**config.mk**
```make
export PLATFORM = sky130hd
export DESIGN_NAME = tenyr_bus_arbiter
export DESIGN_NICKNAME = d
export VERILOG_FILES = /design/src/rtl/tenyr_bus_pkg.sv /design/src/rtl/tenyr_rr_pick.sv /design/src/rtl/tenyr_bus_arbiter.sv
export SDC_FILE = /design/constraint.sdc
export NUM_CORES = 1
export LEC_CHECK = 0
export BUFFER_PORTS_ARGS = -buffer_cell sky130_fd_sc_hd__buf_2
export CAP_MARGIN = 40
export CORE_MARGIN = 8
export CORE_UTILIZATION = 26
export CTS_CLUSTER_DIAMETER = 120
export DETAILED_ROUTE_END_ITERATION = 10
export HOLD_SLACK_MARGIN = 0.06
export MAX_ROUTING_LAYER = met4
export SYNTH_ARGS = -nofsm -noshare
export SYNTH_HDL_FRONTEND = slang
export SYNTH_SLANG_ARGS = --single-unit
```
**constraint.sdc**
```tcl
create_clock -name clk -period 2.05 [get_ports clk]
set_input_delay 0.41 -clock clk [delete_from_list [all_inputs] [get_ports clk]]
set_output_delay 0.41 -clock clk [all_outputs]
set_load 0.02 [all_outputs]
```
**src/rtl/tenyr_bus_pkg.sv**
```systemverilog
// Shared definitions for the tenyr data-memory arbiter and its picker.
package tenyr_bus_pkg;

  localparam int unsigned ADDR_W_DEF = 32;
  localparam int unsigned DATA_W_DEF = 32;

  // Latency counter width; holds LATENCY values 1..15.
  localparam int unsigned CNT_W = 4;

  localparam logic [1:0] IDLE  = 2'd0;
  localparam logic [1:0] ISSUE = 2'd1;
  localparam logic [1:0] WAIT  = 2'd2;
  localparam logic [1:0] ACK   = 2'd3;

  typedef enum logic [1:0] {
    StIdle  = IDLE,
    StIssue = ISSUE,
    StWait  = WAIT,
    StAck   = ACK
  } state_e;

endpackage

```
**src/rtl/tenyr_rr_pick.sv**
```systemverilog
// Combinational two-requester picker: round-robin on ties unless fixed priority is selected.
module tenyr_rr_pick (
  input  logic [1:0] req,
  input  logic       last,
  input  logic       fixed,
  output logic       win,
  output logic       any
);

  // On a tie, fixed priority favours requester 0; otherwise the one not served last.
  always_comb begin
    any = |req;
    win = 1'b0;
    case (req)
      2'b01:   win = 1'b0;
      2'b10:   win = 1'b1;
      2'b11:   win = fixed ? 1'b0 : ~last;
      default: win = 1'b0;
    endcase
  end

endmodule

```
**src/rtl/tenyr_bus_arbiter.sv**
```systemverilog
// Two-master arbiter in front of a single-port data memory with fixed read latency.
module tenyr_bus_arbiter
  import tenyr_bus_pkg::*;
#(
  parameter int unsigned ADDR_W     = ADDR_W_DEF,
  parameter int unsigned DATA_W     = DATA_W_DEF,
  parameter int unsigned LATENCY    = 1,
  parameter int unsigned FIXED_PRIO = 0
) (
  input  logic              clk,
  input  logic              reset_n,
  input  logic              m0_strobe,
  input  logic              m0_rw,
  input  logic [ADDR_W-1:0] m0_addr,
  input  logic [DATA_W-1:0] m0_wdata,
  output logic              m0_ack,
  output logic [DATA_W-1:0] m0_rdata,
  input  logic              m1_strobe,
  input  logic              m1_rw,
  input  logic [ADDR_W-1:0] m1_addr,
  input  logic [DATA_W-1:0] m1_wdata,
  output logic              m1_ack,
  output logic [DATA_W-1:0] m1_rdata,
  output logic              s_strobe,
  output logic              s_rw,
  output logic [ADDR_W-1:0] s_addr,
  output logic [DATA_W-1:0] s_wdata,
  input  logic [DATA_W-1:0] s_rdata,
  output logic              busy,
  output logic              grant
);

  if (LATENCY < 1 || LATENCY > 15) begin : g_latency_check
    $error("tenyr_bus_arbiter: LATENCY must lie in 1..15");
  end

  state_e            state_q, state_d;
  logic              grant_q, grant_d;
  logic              rw_q, rw_d;
  logic [ADDR_W-1:0] addr_q, addr_d;
  logic [DATA_W-1:0] wdata_q, wdata_d;
  logic [CNT_W-1:0]  cnt_q, cnt_d;
  logic              last_q, last_d;
  logic              cap0, cap1;
  logic              s_strobe_q, busy_q;
  logic [1:0]        ack_q;
  logic [DATA_W-1:0] rdata0_q, rdata1_q;
  logic              pick_win, pick_any;

  tenyr_rr_pick u_pick (
    .req   ({m1_strobe, m0_strobe}),
    .last  (last_q),
    .fixed (FIXED_PRIO != 0),
    .win   (pick_win),
    .any   (pick_any)
  );

  // Next-state and request-latch logic; requests are only sampled in StIdle.
  always_comb begin
    state_d = state_q;
    grant_d = grant_q;
    rw_d    = rw_q;
    addr_d  = addr_q;
    wdata_d = wdata_q;
    cnt_d   = cnt_q;
    last_d  = last_q;
    cap0    = 1'b0;
    cap1    = 1'b0;
    case (state_q)
      StIdle: begin
        if (pick_any) begin
          grant_d = pick_win;
          rw_d    = pick_win ? m1_rw    : m0_rw;
          addr_d  = pick_win ? m1_addr  : m0_addr;
          wdata_d = pick_win ? m1_wdata : m0_wdata;
          state_d = StIssue;
        end
      end
      StIssue: begin
        cnt_d   = CNT_W'(LATENCY);
        state_d = StWait;
      end
      StWait: begin
        if (cnt_q == CNT_W'(1)) begin
          // Writes still spend the full latency here but leave rdata untouched.
          cap0    = ~rw_q & ~grant_q;
          cap1    = ~rw_q &  grant_q;
          state_d = StAck;
        end else begin
          cnt_d = cnt_q - CNT_W'(1);
        end
      end
      StAck: begin
        last_d  = grant_q;
        state_d = StIdle;
      end
      default: state_d = StIdle;
    endcase
  end

  // FSM state register.
  always_ff @(posedge clk or negedge reset_n) begin
    if (!reset_n) begin
      state_q <= StIdle;
    end else begin
      state_q <= state_d;
    end
  end

  // Latched request, latency counter and round-robin pointer (reset favours m0).
  always_ff @(posedge clk or negedge reset_n) begin
    if (!reset_n) begin
      grant_q <= 1'b0;
      rw_q    <= 1'b0;
      addr_q  <= '0;
      wdata_q <= '0;
      cnt_q   <= '0;
      last_q  <= 1'b1;
    end else begin
      grant_q <= grant_d;
      rw_q    <= rw_d;
      addr_q  <= addr_d;
      wdata_q <= wdata_d;
      cnt_q   <= cnt_d;
      last_q  <= last_d;
    end
  end

  // Registered handshake outputs and per-master read data.
  always_ff @(posedge clk or negedge reset_n) begin
    if (!reset_n) begin
      s_strobe_q <= 1'b0;
      busy_q     <= 1'b0;
      ack_q      <= 2'b00;
      rdata0_q   <= '0;
      rdata1_q   <= '0;
    end else begin
      s_strobe_q <= (state_d == StIssue);
      busy_q     <= (state_d != StIdle);
      ack_q[0]   <= (state_d == StAck) & ~grant_d;
      ack_q[1]   <= (state_d == StAck) &  grant_d;
      if (cap0) rdata0_q <= s_rdata;
      if (cap1) rdata1_q <= s_rdata;
    end
  end

  assign s_strobe = s_strobe_q;
  assign s_rw     = rw_q;
  assign s_addr   = addr_q;
  assign s_wdata  = wdata_q;
  assign busy     = busy_q;
  assign grant    = grant_q;
  assign m0_ack   = ack_q[0];
  assign m1_ack   = ack_q[1];
  assign m0_rdata = rdata0_q;
  assign m1_rdata = rdata1_q;

endmodule

```
==> out/metrics.yaml <==
status:
  status: "finished, final reports clean"
sta:
  worstMarginPinSlew_ns: 0.394
  clock_skew_ns: 0.00767
  final_max_slew_viol_count: 0
  hold_viol: 0
  fmax_ghz: 0.507
  setup_viol: 0
  maxSlewHeadroom_pct: 73.7
  fin_ws_ns: 0.0764
  period_minus_slack_ns: 1.97
  setup_tns_ns: 0
  hold_slack_ns: 0.235
  rsz0062_at_grt: "false"
  period_share_pct: 96.3
grt:
  grt_pass1_wl_mm: 28.2
  grt_max_degree: 66
  met1_usage_pct: 15.1
  busiest_layer: "met2"
  gr-usage-met3_pct: 4.47
  overflow: 0
  use_met2_pct: 21.0
  grt_pass1_vias: 5268
  grt.total_usage_pct: 13.0
  antenna_found_initial: 0
synthesis:
  syn_inst: 545
  ys_ff_latch: 141
  synth_edf_count: 0
  avgSynthCellArea_um2: 10.8
  synth_cell_types: 33
  ys.warnings.count: 0
  synth_ff_type: "dfrtp_1"
  syn-cell-area_mm2: 0.00589
  async_flop_share_pct: 100
  yosysSeqAreaShare_pct: 59.9
  synth_fp_nets: 718
clock_tree:
  insertion_delay_ns: 0.42
  clk_pin_slew_worst_paths_ns: 0.07
  numClockSinks: 141
  cts_tree: "yes"
  h-tree-depth: 4
  cts-root-buf: "clkbuf_16"
  cts_made_buffers: 17
  clock_path_buffers: 2
worst_setup_path:
  end_kind: "register"
  critPathKind: "reg2reg"
  cp-start-kind: "register"
  r2r-end: "m1_rdata[25]"
  rrSetupSlack_ns: 0.08
  rr_worst_depth: 7
  crit_required_ns: 2.34
  critPathMaxFanout: 16
  reg2reg_from: "cnt_q[1]"
  critical_path_arrival_ns: 2.27
cells_and_area:
  instances_no_fill: 1147
  drive_above_1_share_pct: 49.1
  syn_to_final_growth_pct: 43.9
  n_antenna_cell: 0
  utilization_pct: 37.8
  fillCellCount: 2278
  final_area_mm2: 0.00848
  nNetsFinal: 1022
  multi_input_area_mm2: 0.00220
  register_area_mm2: 0.00353
drt:
  drtIter0Drc: 239
  vias: 5082
  drt-pass1-iter-count: 4
  viasPerCell: 4.43
  detail-route-antenna-nets: 0
  wl_per_cell_um: 15.7
  wl_mm: 18.0
  drcViolationCount: 0
floorplan:
  initial_core_util_pct: 26.3
  fp.dieW_um: 167
  rows: 55
  coreArea_mm2: 0.0224
  io_pins: 300
  dieArea_mm2: 0.0277
  die_h_um: 167
placement:
  place_inst: 1111
  place_congestion: 0.740
  dp_hpwl_mm: 13.2
  place_ws_ns: 0.0628
  place_area_mm2: 0.00783
  port_buffers: 299
min_path:
  min_from: "s_rdata[26]"
  holdPathStages: 2
  hold_class: "in2reg"
  hold_end: "m0_rdata[26]"
power:
  power_mw: 14.3
  p_per_area_mw_per_mm2: 1690
  ir_drop_v: 0.000502
  p_leak_nw: 4.13
run:
  maxCapViolCount: 0
[synthesized netlist by cell type, drive strengths merged (2+ instances only)]
cell / instances / area (um2)
dfrtp: 140 / 3500
nand2: 135 / 507
nor2: 69 / 259
mux2: 66 / 743
a31oi: 65 / 407
clkbuf: 19 / 71.3
buf: 16 / 93.8
ha: 7 / 87.6
inv: 5 / 18.8
nor3: 3 / 26.3
nor2b: 2 / 12.5
[where the power goes]
group,switching [mW],total (mW),internal [mW]
Combinational,3.83,6.34,2.51
Sequential,0.724,4.90,4.17
Clock,1.34,3.09,1.75
Total,5.88,14.3,8.43
[cells by family after synthesis]
logic type | after synthesis | synth area share [%]
XOR/XNOR | 1 | 0.149
buffers and inverters | 40 | 3.12
AO/OA/AOI/OAI | 74 | 8.17
adder cells (fa/ha/maj) | 7 | 1.49
AND/OR/NAND/NOR | 216 | 14.6
flip-flops | 141 | 59.9
multiplexers | 66 | 12.6
[state kept, by name, summed over array words and instances (netlist names)]
register	flops
m1_rdata	32
s_wdata	32
ack_q	2
state_q	2
last_q	1
s_rw	1
s_strobe	1
grant	1
m0_rdata	32
busy	1
cnt_q	4
s_addr	32
[routing by layer]
metal,part of all wire [%],up-vias,routed length [um]
met5,0,-,0
met4,1.1,0,189
met3,7.2,10,1300
met2,47,219,8540
met1,44,2387,7960
li1,-,2466,-
[cell type report]
type | instances | area share, %
Sequential cell | 141 | 41.6
Multi-Input combinational cell | 364 | 25.9
Timing Repair Buffer | 320 | 21.1
Clock buffer | 18 | 5.18
Tap cell | 285 | 4.21
Clock inverter | 14 | 1.74
Inverter | 5 | 0.221
[worst max-delay path, stage by stage, from the launching register on]
cell     delay [ns]
dfrtp_1        0.38
inv_1          0.09
ha_1           0.16
or3b_4         0.42
nor3_4         0.14
buf_6          0.15
buf_12         0.16
mux2_2         0.34
[repair_timing]
item	in CTS	in global routing
gates resized for setup	0	1
setup endpoints to repair	0	16
hold endpoints to repair	34	0
setup buffers	0	1
hold buffers	1	0
[cells in the final DEF, fill, tap and decap left out, types with 3 or more instances in the layout]
cell and count:
nand2_1 135, clkinvlp_4 3, buf_4 9, buf_6 3, clkbuf_16 18, buf_12 8, nor2_1 69, ha_1 7
inv_1 5, dfrtp_1 140, mux2_2 64, inv_6 5, a31oi_1 65, buf_2 298, inv_8 3
[how the worst max path moves through the flow]
stage	startpoint	endpoint	cells after the start
2_1_floorplan	cnt_q[1]	m1_rdata[10]	6
3_3_place_gp	cnt_q[1]	m1_rdata[23]	6
3_5_place_dp	cnt_q[1]	m1_rdata[26]	6
4_1_cts	cnt_q[1]	m1_rdata[27]	6
5_1_grt	cnt_q[1]	m1_rdata[17]	7
6_report	cnt_q[1]	m1_rdata[25]	7
No activity file was read; power rests on OpenSTA's default activity.
